**src/rtl/bank_router_pkg.sv**
```systemverilog
// Shared types and defaults for the dual-bank request router.
package bank_router_pkg;

   localparam int unsigned ADDR_W_DEF = 9;
   localparam int unsigned DATA_W_DEF = 8;

   typedef enum logic {
      REQ_A = 1'b0,
      REQ_B = 1'b1
   } req_e;

   typedef struct packed {
      logic pending;
      req_e owner;
   } tag_t;

endpackage

```
**src/rtl/bank_request_router_arbiter.sv**
```systemverilog
// bank_rr_arbiter: two-requester grant for one bank, steered by an external
// round-robin priority so every bank shares the same fairness state.
module bank_rr_arbiter
   import bank_router_pkg::*;
(
   input  logic req_a,
   input  logic req_b,
   input  req_e prio,
   output logic grant_a,
   output logic grant_b,
   output logic conflict
);

   always_comb begin
      conflict = req_a & req_b;
      grant_a  = req_a & (~req_b | (prio == REQ_A));
      grant_b  = req_b & (~req_a | (prio == REQ_B));
   end

endmodule

```
**src/rtl/bank_request_router.sv**
```systemverilog
// Two-requester front end for the dual-bank byte memory: bank decode,
// round-robin arbitration, bank drive and read-response routing.
// Optional conflict counter enabled by defining BANK_ROUTER_STATS_EN.
module bank_request_router
   import bank_router_pkg::*;
#(
   parameter int unsigned ADDR_W = ADDR_W_DEF,
   parameter int unsigned DATA_W = DATA_W_DEF
`ifdef BANK_ROUTER_STATS_EN
   , parameter int unsigned STAT_W = 16
`endif
) (
   input  logic              clk,
   input  logic              rst,
   input  logic              a_valid,
   output logic              a_ready,
   input  logic              a_we,
   input  logic [ADDR_W-1:0] a_addr,
   input  logic [DATA_W-1:0] a_wdata,
   output logic              a_rvalid,
   output logic [DATA_W-1:0] a_rdata,
   input  logic              b_valid,
   output logic              b_ready,
   input  logic              b_we,
   input  logic [ADDR_W-1:0] b_addr,
   input  logic [DATA_W-1:0] b_wdata,
   output logic              b_rvalid,
   output logic [DATA_W-1:0] b_rdata,
   output logic              bank0_write_en,
   output logic [ADDR_W-2:0] bank0_addr,
   output logic [DATA_W-1:0] bank0_data_in,
   input  logic [DATA_W-1:0] bank0_data_out,
   output logic              bank1_write_en,
   output logic [ADDR_W-2:0] bank1_addr,
   output logic [DATA_W-1:0] bank1_data_in,
   input  logic [DATA_W-1:0] bank1_data_out
`ifdef BANK_ROUTER_STATS_EN
   , output logic [STAT_W-1:0] conflict_cnt
`endif
);

   localparam int unsigned BA_W = ADDR_W - 1;

   req_e              rr_prio;
   logic [1:0]        req_a, req_b, grant_a, grant_b, conflict, issue, we_n;
   logic [BA_W-1:0]   addr_n [2];
   logic [BA_W-1:0]   addr_q [2];
   logic [DATA_W-1:0] din_n  [2];
   logic [DATA_W-1:0] data_q [2];
   logic [DATA_W-1:0] dout   [2];
   tag_t              tag_q  [2];

   assign req_a = {a_valid & a_addr[ADDR_W-1], a_valid & ~a_addr[ADDR_W-1]} & {2{~rst}};
   assign req_b = {b_valid & b_addr[ADDR_W-1], b_valid & ~b_addr[ADDR_W-1]} & {2{~rst}};

   // A single rr_prio feeds both banks; at most one bank can conflict per cycle.
   bank_rr_arbiter u_arb0 (
      .req_a    (req_a[0]),
      .req_b    (req_b[0]),
      .prio     (rr_prio),
      .grant_a  (grant_a[0]),
      .grant_b  (grant_b[0]),
      .conflict (conflict[0])
   );

   bank_rr_arbiter u_arb1 (
      .req_a    (req_a[1]),
      .req_b    (req_b[1]),
      .prio     (rr_prio),
      .grant_a  (grant_a[1]),
      .grant_b  (grant_b[1]),
      .conflict (conflict[1])
   );

   assign a_ready = |grant_a;
   assign b_ready = |grant_b;
   assign issue   = grant_a | grant_b;
   assign dout[0] = bank0_data_out;
   assign dout[1] = bank1_data_out;

   // Idle banks replay the last driven addr/data from the hold registers.
   always_comb begin
      for (int unsigned n = 0; n < 2; n++) begin
         we_n[n]   = issue[n] & (grant_b[n] ? b_we : a_we);
         addr_n[n] = issue[n] ? (grant_b[n] ? b_addr[BA_W-1:0] : a_addr[BA_W-1:0]) : addr_q[n];
         din_n[n]  = we_n[n] ? (grant_b[n] ? b_wdata : a_wdata) : data_q[n];
      end
   end

   assign bank0_write_en = we_n[0];
   assign bank0_addr     = addr_n[0];
   assign bank0_data_in  = din_n[0];
   assign bank1_write_en = we_n[1];
   assign bank1_addr     = addr_n[1];
   assign bank1_data_in  = din_n[1];

   always_ff @(posedge clk or posedge rst) begin
      if (rst) begin
         rr_prio <= REQ_A;
         for (int unsigned n = 0; n < 2; n++) begin
            addr_q[n] <= '0;
            data_q[n] <= '0;
            tag_q[n]  <= '{pending: 1'b0, owner: REQ_A};
         end
      end else begin
         if (|conflict)
            rr_prio <= (rr_prio == REQ_A) ? REQ_B : REQ_A;
         for (int unsigned n = 0; n < 2; n++) begin
            if (issue[n])
               addr_q[n] <= addr_n[n];
            if (we_n[n])
               data_q[n] <= din_n[n];
            tag_q[n] <= '{pending: issue[n] & ~we_n[n], owner: grant_b[n] ? REQ_B : REQ_A};
         end
      end
   end

   always_comb begin
      a_rvalid = 1'b0;
      a_rdata  = '0;
      b_rvalid = 1'b0;
      b_rdata  = '0;
      for (int unsigned n = 0; n < 2; n++) begin
         if (tag_q[n].pending && tag_q[n].owner == REQ_A) begin
            a_rvalid = 1'b1;
            a_rdata  = dout[n];
         end
         if (tag_q[n].pending && tag_q[n].owner == REQ_B) begin
            b_rvalid = 1'b1;
            b_rdata  = dout[n];
         end
      end
   end

`ifdef BANK_ROUTER_STATS_EN
   always_ff @(posedge clk or posedge rst) begin
      if (rst)
         conflict_cnt <= '0;
      else if (|conflict && conflict_cnt != '1)
         conflict_cnt <= conflict_cnt + 1'b1;
   end
`endif

endmodule

```
**config.mk**
```make
export PLATFORM = sky130hd
export DESIGN_NAME = bank_request_router
export DESIGN_NICKNAME = d
export VERILOG_FILES = /design/src/rtl/bank_router_pkg.sv /design/src/rtl/bank_request_router_arbiter.sv /design/src/rtl/bank_request_router.sv
export SDC_FILE = /design/constraint.sdc
export NUM_CORES = 1
export LEC_CHECK = 0
export ABC_AREA = 1
export CORE_MARGIN = 3
export CORE_UTILIZATION = 35
export CTS_CLUSTER_DIAMETER = 150
export DETAILED_ROUTE_END_ITERATION = 7
export DONT_BUFFER_PORTS = 1
export PLACE_DENSITY_LB_ADDON = 0.08
export SYNTH_ARGS = -nofsm -noshare
export SYNTH_HDL_FRONTEND = slang
export SYNTH_SLANG_ARGS = --single-unit
```
**constraint.sdc**
```tcl
create_clock -name clk -period 4.1 [get_ports clk]
set_clock_uncertainty 0.05 [all_clocks]
set_input_delay 1.025 -clock clk [delete_from_list [all_inputs] [get_ports clk]]
set_output_delay 1.025 -clock clk [all_outputs]
set_load 0.005 [all_outputs]
```
After elaboration in Yosys (flattened, before gate mapping)
Cells that the tools add are included.
W data, S select, Z words.
- register bits after elaboration: 37
- input port bits: 56
- output and inout bits: 54
- word-level logic and storage cells: 70
- multiplexer cells: 21
- bitwise operators: 33
- reductions and logical operators: 7
- operators by type and width (cell ; number):
    $mux W8 ; 12
    $and A1 B1 Y1 ; 14
    $not A1 Y1 ; 12
    $mux W1 ; 9
    $reduce_or A2 Y1 ; 3
    $and A2 B2 Y2 ; 2
    $logic_and A1 B1 Y1 ; 4
    $or A1 B1 Y1 ; 4
    $or A2 B2 Y2 ; 1

Depth between registers and ports, before layout
Gate-level depths: netlist (run 1).
- depth after elaboration: 10
- depth in mapped cells: 9
- depth with buffers taken out: 8

Modules after synthesis
Synthesis (run 1) repeated with hierarchy kept, for this count alone.
- cell total of the unflattened synthesis: 340
- area, all modules: 2458.6 µm²
- by module, submodules not included (module ; instances ; cells an instance ; area each (µm²)):
    bank_request_router ; 1 ; 328 ; 2388.5
    bank_rr_arbiter ; 2 ; 6 ; 35.0

Worst setup path before layout (run 1)
Ideal clock, no wire load.
- path type: input to output
- start point: input rst
- end point: output bank0_addr[0]
- data arrival time: 2802 ps
- data required time: 3025 ps
- slack: 223 ps
- stages: 6
- buffers on the path: 0
- cell sequence: inv_1 nand3_1 nand2_4 clkinv_1 nand2_1 nand2_1
- longest elaborated chain between the ends: 7
- elaborated cells on any way between the ends: 12
- ends and longest elaborated chain (item ; line ; text):
    from (decl) ; bank_request_router.sv:14 ; input logic rst,
    $not A1 Y1 * ; bank_request_router.sv:53, bank_request_router.sv:54 ;
    $and A2 B2 Y2 (on tied branches) ; bank_request_router.sv:53, bank_request_router.sv:54 ;
    $not A1 Y1 (on tied branches) ; bank_request_router_arbiter.sv:17, bank_request_router_arbiter.sv:16 ;
    $or A1 B1 Y1 (on tied branches) ; bank_request_router_arbiter.sv:17, bank_request_router_arbiter.sv:16 ;
    $and A1 B1 Y1 (on tied branches) ; bank_request_router_arbiter.sv:17, bank_request_router_arbiter.sv:16 ;
    $mux W8 / $or A2 B2 Y2 (equally long branches) ; bank_request_router.sv:85, bank_request_router.sv:77 ;
    $mux W8 * ; bank_request_router.sv:85 ; addr_n[n] = issue[n] ? (grant_b[n] ? b_addr[BA_W-1:0] : a_addr[BA_W-1:0]) : addr_q[n];
    to (decl) ; bank_request_router.sv:30 ; output logic [ADDR_W-2:0] bank0_addr,
Every way passes the cells marked *; elsewhere a longest branch is shown, timed or not.

Worst setup path in the final report (run 1)
- start point: input a_addr[8]
- end point: output bank0_data_in[1]
- longest elaborated chain between the ends: 9
- elaborated cells on any way between the ends: 12
- ends and longest elaborated chain (item ; line ; text):
    from (decl) ; bank_request_router.sv:18 ; input logic [ADDR_W-1:0] a_addr,
    $not A1 Y1 * ; bank_request_router.sv:53 ; assign req_a = {a_valid & a_addr[ADDR_W-1], a_valid & ~a_addr[ADDR_W-1]} & {2{~rst}};
    $and A1 B1 Y1 * ; bank_request_router.sv:53 ;
    $and A2 B2 Y2 * ; bank_request_router.sv:53 ;
    $not A1 Y1 ; bank_request_router_arbiter.sv:17 ; grant_b = req_b & (~req_a | (prio == REQ_B));
    $or A1 B1 Y1 ; bank_request_router_arbiter.sv:17 ;
    $and A1 B1 Y1 ; bank_request_router_arbiter.sv:17 ;
    $or A2 B2 Y2 / $mux W1 (equally long branches) ; bank_request_router.sv:77, bank_request_router.sv:84 ;
    $and A1 B1 Y1 ; bank_request_router.sv:84 ; we_n[n] = issue[n] & (grant_b[n] ? b_we : a_we);
    $mux W8 * ; bank_request_router.sv:86 ; din_n[n] = we_n[n] ? (grant_b[n] ? b_wdata : a_wdata) : data_q[n];
    to (decl) ; bank_request_router.sv:31 ; output logic [DATA_W-1:0] bank0_data_in,
Marked as above.

==> impl_metrics.py, run 1 <==
metrics = {
    "power_and_ir_drop": {
        "leakage_nw": 1.45,
        "powerDensity_mw_per_mm2": 410,
        "ir_drop_mv": 0.150,
        "total_power_mw": 1.00,
    },
    "timing": {
        "slew_headroom_pct": 67.4,
        "hold_slack_ns": 0.425,
        "worst_slack_ns": 0.565,
        "setup_tns_ns": 0,
        "hold_viol_final": 0,
        "period_needed_ns": 3.54,
        "setup_violations": 0,
        "worstMarginPinSlew_ns": 0.487,
        "slew_viol_final": 0,
        "post-route-period-util_pct": 86.2,
        "rsz0062_at_grt": "no",
        "clock.fmax_ghz": 0.283,
    },
    "clock_network": {
        "cts_tree": "done",
        "cts_root_buf": "clkbuf_8",
        "post_cts.repair.setup_buffers": 0,
        "cts_sinks": 37,
        "cts_resized": 0,
        "cts.hold.buffers_added": 0,
        "cts_buffers": 5,
        "cts_buffer_depth": 2,
        "clk_latency_ns": 0.29,
        "htreeDepth": 2,
        "clk_pin_slew_ns": 0.07,
    },
    "detailed_routing": {
        "first_pass_iters": 4,
        "drt-met1-wl_um": 2660,
        "vias_per_cell": 5.16,
        "ant_nets": 0,
        "wl_met2_um": 2700,
        "route.vias.total": 2110,
        "drt-total-wl_um": 6000,
        "wire_per_inst_um": 14.7,
        "top_layer": "met4",
        "dr_wl_met3_um": 576,
        "drt-initial-drc-count": 105,
        "drc_errors": 0,
    },
    "cells_and_area": {
        "final_cell_mix": "162 x nand2_1, 37 x dfrtp_1, 34 x inv_1",
        "finalNetCount": 389,
        "nFillCells": 670,
        "post-route-util_pct": 39.9,
        "final_cell_area_sq_mm": 0.00244,
        "antenna_cells": 0,
        "final_cells": 409,
        "regArea_sq_um": 926,
        "drive_gt1_share_pct": 8.08,
        "multi_input_area_sq_mm": 0.00114,
        "final_common_cell": "nand2_1",
        "area_growth_syn_to_layout_pct": 7.13,
    },
    "yosys": {
        "synthCells": 332,
        "netlist_area_sq_mm": 0.00228,
        "synth_edf_count": 0,
        "ys_ff_latch": 37,
        "ys_seq_area_share_pct": 40.6,
        "synth.distinct_cells": 23,
        "synthArstFlopShare_pct": 100,
        "synth_nets": 388,
        "syn_area_per_cell_sq_um": 6.87,
        "ys.flop_type": "dfrtp_1",
        "yosys_warnings": 0,
    },
    "placed_design": {
        "placed_area_sq_mm": 0.00232,
        "place.gp.congestion": 0.803,
        "hpwlAfterDp_um": 4680,
        "io_buffers": 0,
        "placed_cells": 401,
        "dp_slack_ns": 0.544,
    },
    "floorplanning": {
        "rows": 28,
        "initial_core_util_pct": 37.2,
        "core_area_sq_mm": 0.00613,
        "io_pins": 110,
        "die_area_sq_mm": 0.00752,
        "die-width_um": 86.7,
        "die_y_um": 86.7,
    },
    "critical_path": {
        "end_kind": "output pin",
        "required_ns": 3.02,
        "crit_type": "input pin to output pin",
        "crit_path_max_fanout": 28,
        "critical_path_arrival_ns": 2.46,
        "startpoint_type": "input pin",
    },
    "grt": {
        "grt_pass1_wl_um": 9770,
        "track_usage_pct": 16.5,
        "grt_max_degree": 29,
        "first_global_vias": 1934,
        "gr-total-overflow": 0,
        "antenna_found_initial": 0,
    },
    "min_path": {
        "hold_class": "flop to flop",
    },
    "flow_run": {
        "max_cap_violations": 0,
    },
    "run_status": {
        "status": "completed",
    },
}
==> sequential cells by signal, summed over array words and instances (netlist names) <==
register  count
addr_q       16
rr_prio       1
tag_q         4
data_q       16
==> path summary, 6_finish.rpt <==
kind / startpoint / to / slack (ns) / cells past startpoint
hold reg to reg: addr_q[8] / addr_q[8] / 0.42 / 2
setup / recovery: a_addr[8] / bank0_data_in[1] / 0.56 / 7
setup reg to reg: rr_prio / data_q[9] / 2.10 / 7
max in group asynchronous: rst / tag_q[3] / 3.02 / 2
hold / removal: addr_q[8] / addr_q[8] / 0.42 / 2
min in group asynchronous: rst / data_q[4] / 0.62 / 2
==> synthesized netlist by cell type, types with 2 or more instances <==
| library cell | n | share of area, % |
|---|---|---|
| nand2_4 | 3 | 1.5 |
| nand3_1 | 24 | 5.3 |
| dfrtp_1 | 37 | 41 |
| clkinv_1 | 2 | 0.33 |
| a21oi_1 | 8 | 1.8 |
| nand3_2 | 2 | 0.88 |
| inv_1 | 35 | 5.8 |
| inv_2 | 2 | 0.33 |
| buf_6 | 3 | 1.5 |
| nand2_1 | 162 | 27 |
| buf_4 | 3 | 0.99 |
| buf_2 | 2 | 0.44 |
| o22ai_1 | 18 | 4.9 |
| o211ai_1 | 8 | 2.6 |
| o21ai_0 | 8 | 1.8 |
| nor2_1 | 4 | 0.66 |
| nand2_2 | 5 | 1.4 |
==> logic make-up (layout without fill, tap and decap cells) <==
group | after synthesis | count (layout) | synth area share (%)
AND/OR/NAND/NOR | 203 | 203 | 37.8
buffers and inverters | 47 | 49 | 9.33
AO/OA/AOI/OAI | 45 | 45 | 12.2
flip-flops | 37 | 37 | 40.6
==> critical path, stage by stage <==
cell and delay, ns:
inv_1 0.05, nand3_1 0.32, nand2_2 0.52, nand2_1 0.13, nand2_2 0.18, nand3_1 0.12, nand2_1 0.11
==> final cells by class <==
class                   instances  share of cell area (%)
flip-flops and latches         37                    37.9
inverters                      39                    5.99
repair buffers                  2                   0.614
clock inverters                 2                    1.54
well taps                      75                    3.84
multi-input cells             248                    46.7
clock buffers                   6                    3.38
==> routing by layer <==
layer / up-vias / global-route usage (%)
met3: 6 / 5.42
li1: 1056 / -
met5: - / 0
met1: 956 / 22.0
met2: 92 / 26.1
met4: 0 / 3.82
==> power breakdown <==
group | internal, mW | switching (mW)
Sequential | 0.430 | 0.0183
Combinational | 0.0668 | 0.154
Clock | 0.198 | 0.135
(Power assumes the default switching activity.)
==> inputs of run 2 (changes only) <==
--- a/config.mk
+++ b/config.mk
@@ -7,7 +7,7 @@
 export LEC_CHECK = 0
 export ABC_AREA = 1
 export CORE_MARGIN = 3
-export CORE_UTILIZATION = 35
+export CORE_UTILIZATION = 63
 export CTS_CLUSTER_DIAMETER = 150
 export DETAILED_ROUTE_END_ITERATION = 7
 export DONT_BUFFER_PORTS = 1
==> run 2 against run 1 <==
Setup slack better by 0.00058 ns. Highest routed layer unchanged. First-iteration DRC count decreased by 3.8%. Core utilization up 29 points. Critical path depth is the same. Global-route usage increased by 8.4 points. Power is 12% lower. Flip-flop and latch count stayed put. Routed wire length fell by 12%.
==> impl_metrics.py, run 2 (synthesis results as in run 1) <==
metrics = {
    "run_status": {
        "status": "completed",
    },
    "timing": {
        "clock.fmax_ghz": 0.283,
        "hold_viol_final": 0,
        "slew_headroom_pct": 67.1,
        "rsz0062_at_grt": "no",
        "slew_viol_final": 0,
        "post-route-period-util_pct": 86.2,
        "setup_tns_ns": 0,
        "worstMarginPinSlew_ns": 0.492,
        "period_needed_ns": 3.53,
        "setup_violations": 0,
        "hold_slack_ns": 0.433,
        "worst_slack_ns": 0.565,
    },
    "detailed_routing": {
        "first_pass_iters": 4,
        "vias_per_cell": 5.49,
        "ant_nets": 0,
        "route.vias.total": 2081,
        "drt-total-wl_um": 5310,
        "drc_errors": 0,
        "drt-initial-drc-count": 101,
        "wire_per_inst_um": 14.0,
    },
    "grt": {
        "gr-total-overflow": 0,
        "track_usage_pct": 24.9,
        "busiest_layer": "met2",
        "first_global_vias": 1851,
        "use_met1_pct": 32.7,
        "grt_pass1_wl_um": 8420,
        "antenna_found_initial": 0,
        "grt_max_degree": 29,
        "grt_util_met2_pct": 41.3,
        "grtUsageMet3_pct": 6.97,
    },
    "clock_network": {
        "cts_resized": 0,
        "clk_pin_slew_ns": 0.10,
        "cts.hold.buffers_added": 0,
        "cts_tree": "done",
        "post_cts.repair.setup_buffers": 0,
        "htreeDepth": 2,
        "cts_buffers": 5,
        "clk_latency_ns": 0.33,
        "cts_buffer_depth": 2,
        "cts_root_buf": "clkbuf_4",
        "cts_sinks": 37,
    },
    "cells_and_area": {
        "drive_gt1_share_pct": 7.81,
        "final_cells": 379,
        "final_cell_mix": "162 x nand2_1, 37 x dfrtp_1, 35 x inv_1",
        "regArea_sq_um": 926,
        "post-route-util_pct": 68.8,
        "final_cell_area_sq_mm": 0.00235,
        "multi_input_area_sq_mm": 0.00114,
        "reg_top3": "addr_q x16, data_q x16, tag_q x4",
        "finalNetCount": 388,
        "area_growth_syn_to_layout_pct": 3.02,
        "nFillCells": 320,
        "final_common_cell": "nand2_1",
        "antenna_cells": 0,
    },
    "power_and_ir_drop": {
        "total_power_uw": 882,
        "powerDensity_mw_per_mm2": 375,
        "ir_drop_mv": 0.306,
        "leakage_nw": 1.43,
    },
    "flow_run": {
        "max_cap_violations": 0,
    },
    "critical_path": {
        "cp_slowest_cell": "nand2_2",
        "startpoint_type": "input pin",
        "critical_path.top_delay_family": "simple AND/OR/NAND/NOR gates",
        "r2r_slack_ns": 2.08,
        "critical-path-max-stage-delay_ns": 0.52,
        "crit_type": "input pin to output pin",
        "regToRegStartpoint": "rr_prio",
        "end_kind": "output pin",
        "rr_worst_depth": 7,
        "r2r_end": "data_q[13]",
        "crit_cells": 7,
        "endpoint": "bank0_data_in[5]",
        "critPathLaunch": "a_addr[8]",
        "path_cells": "inv_1, nand3_1, nand2_2, nand2_1, nand2_2, nand3_1, nand2_1",
        "critical_path_arrival_ns": 2.46,
        "crit_buf_inv": 1,
        "crit_path_max_fanout": 28,
        "required_ns": 3.02,
    },
    "floorplanning": {
        "io_pins": 110,
        "die_y_um": 66.2,
        "die-width_um": 66.2,
        "rows": 21,
        "die_area_sq_mm": 0.00438,
        "initial_core_util_pct": 66.8,
        "core_area_sq_mm": 0.00342,
    },
    "placed_design": {
        "placed_area_sq_mm": 0.00228,
        "hpwlAfterDp_um": 4140,
        "io_buffers": 0,
        "place.gp.congestion": 0.896,
        "placed_cells": 371,
        "dp_slack_ns": 0.563,
    },
    "min_path": {
        "hold_class": "flop to flop",
    },
}
## run 2: area by class of cell
| cell class | instances | share of cell area, % |
|---|---|---|
| Clock buffer | 7 | 2.77 |
| Clock inverter | 1 | 0.213 |
| Inverter | 39 | 6.23 |
| Multi-Input combinational cell | 248 | 48.6 |
| Sequential cell | 37 | 39.4 |
| Tap cell | 46 | 2.45 |
| Timing Repair Buffer | 1 | 0.319 |
## run 2: worst min-delay path by stage
stage                           from          to  slack (ns)  cells after the start
after floorplan            addr_q[4]   addr_q[4]        0.39                      2
after global placement     data_q[2]   data_q[2]        0.41                      2
after detailed placement  data_q[11]  data_q[11]        0.41                      2
after CTS                  data_q[2]   data_q[2]        0.43                      2
after global routing      data_q[11]  data_q[11]        0.45                      2
final                     data_q[15]  data_q[15]        0.43                      2
## run 2: routing by layer
| metal | routed length (um) | vias up |
|---|---|---|
| met4 | 53 | 0 |
| met1 | 2420 | 943 |
| met2 | 2480 | 75 |
| li1 | - | 1055 |
| met3 | 349 | 8 |
| met5 | 0 | - |
## run 2: worst register-to-register path, stage by stage, from the launching register on
cell     delay, ns
dfrtp_1       0.40
inv_1         0.13
nand3_1       0.33
nand2_2       0.52
nand2_1       0.12
nand2_2       0.17
nand3_1       0.15
nand2_1       0.09
## run 2: power breakdown
group | switching (mW) | internal [mW]
Combinational | 0.153 | 0.0662
Sequential | 0.0199 | 0.429
Clock | 0.114 | 0.0994
Total | 0.287 | 0.595
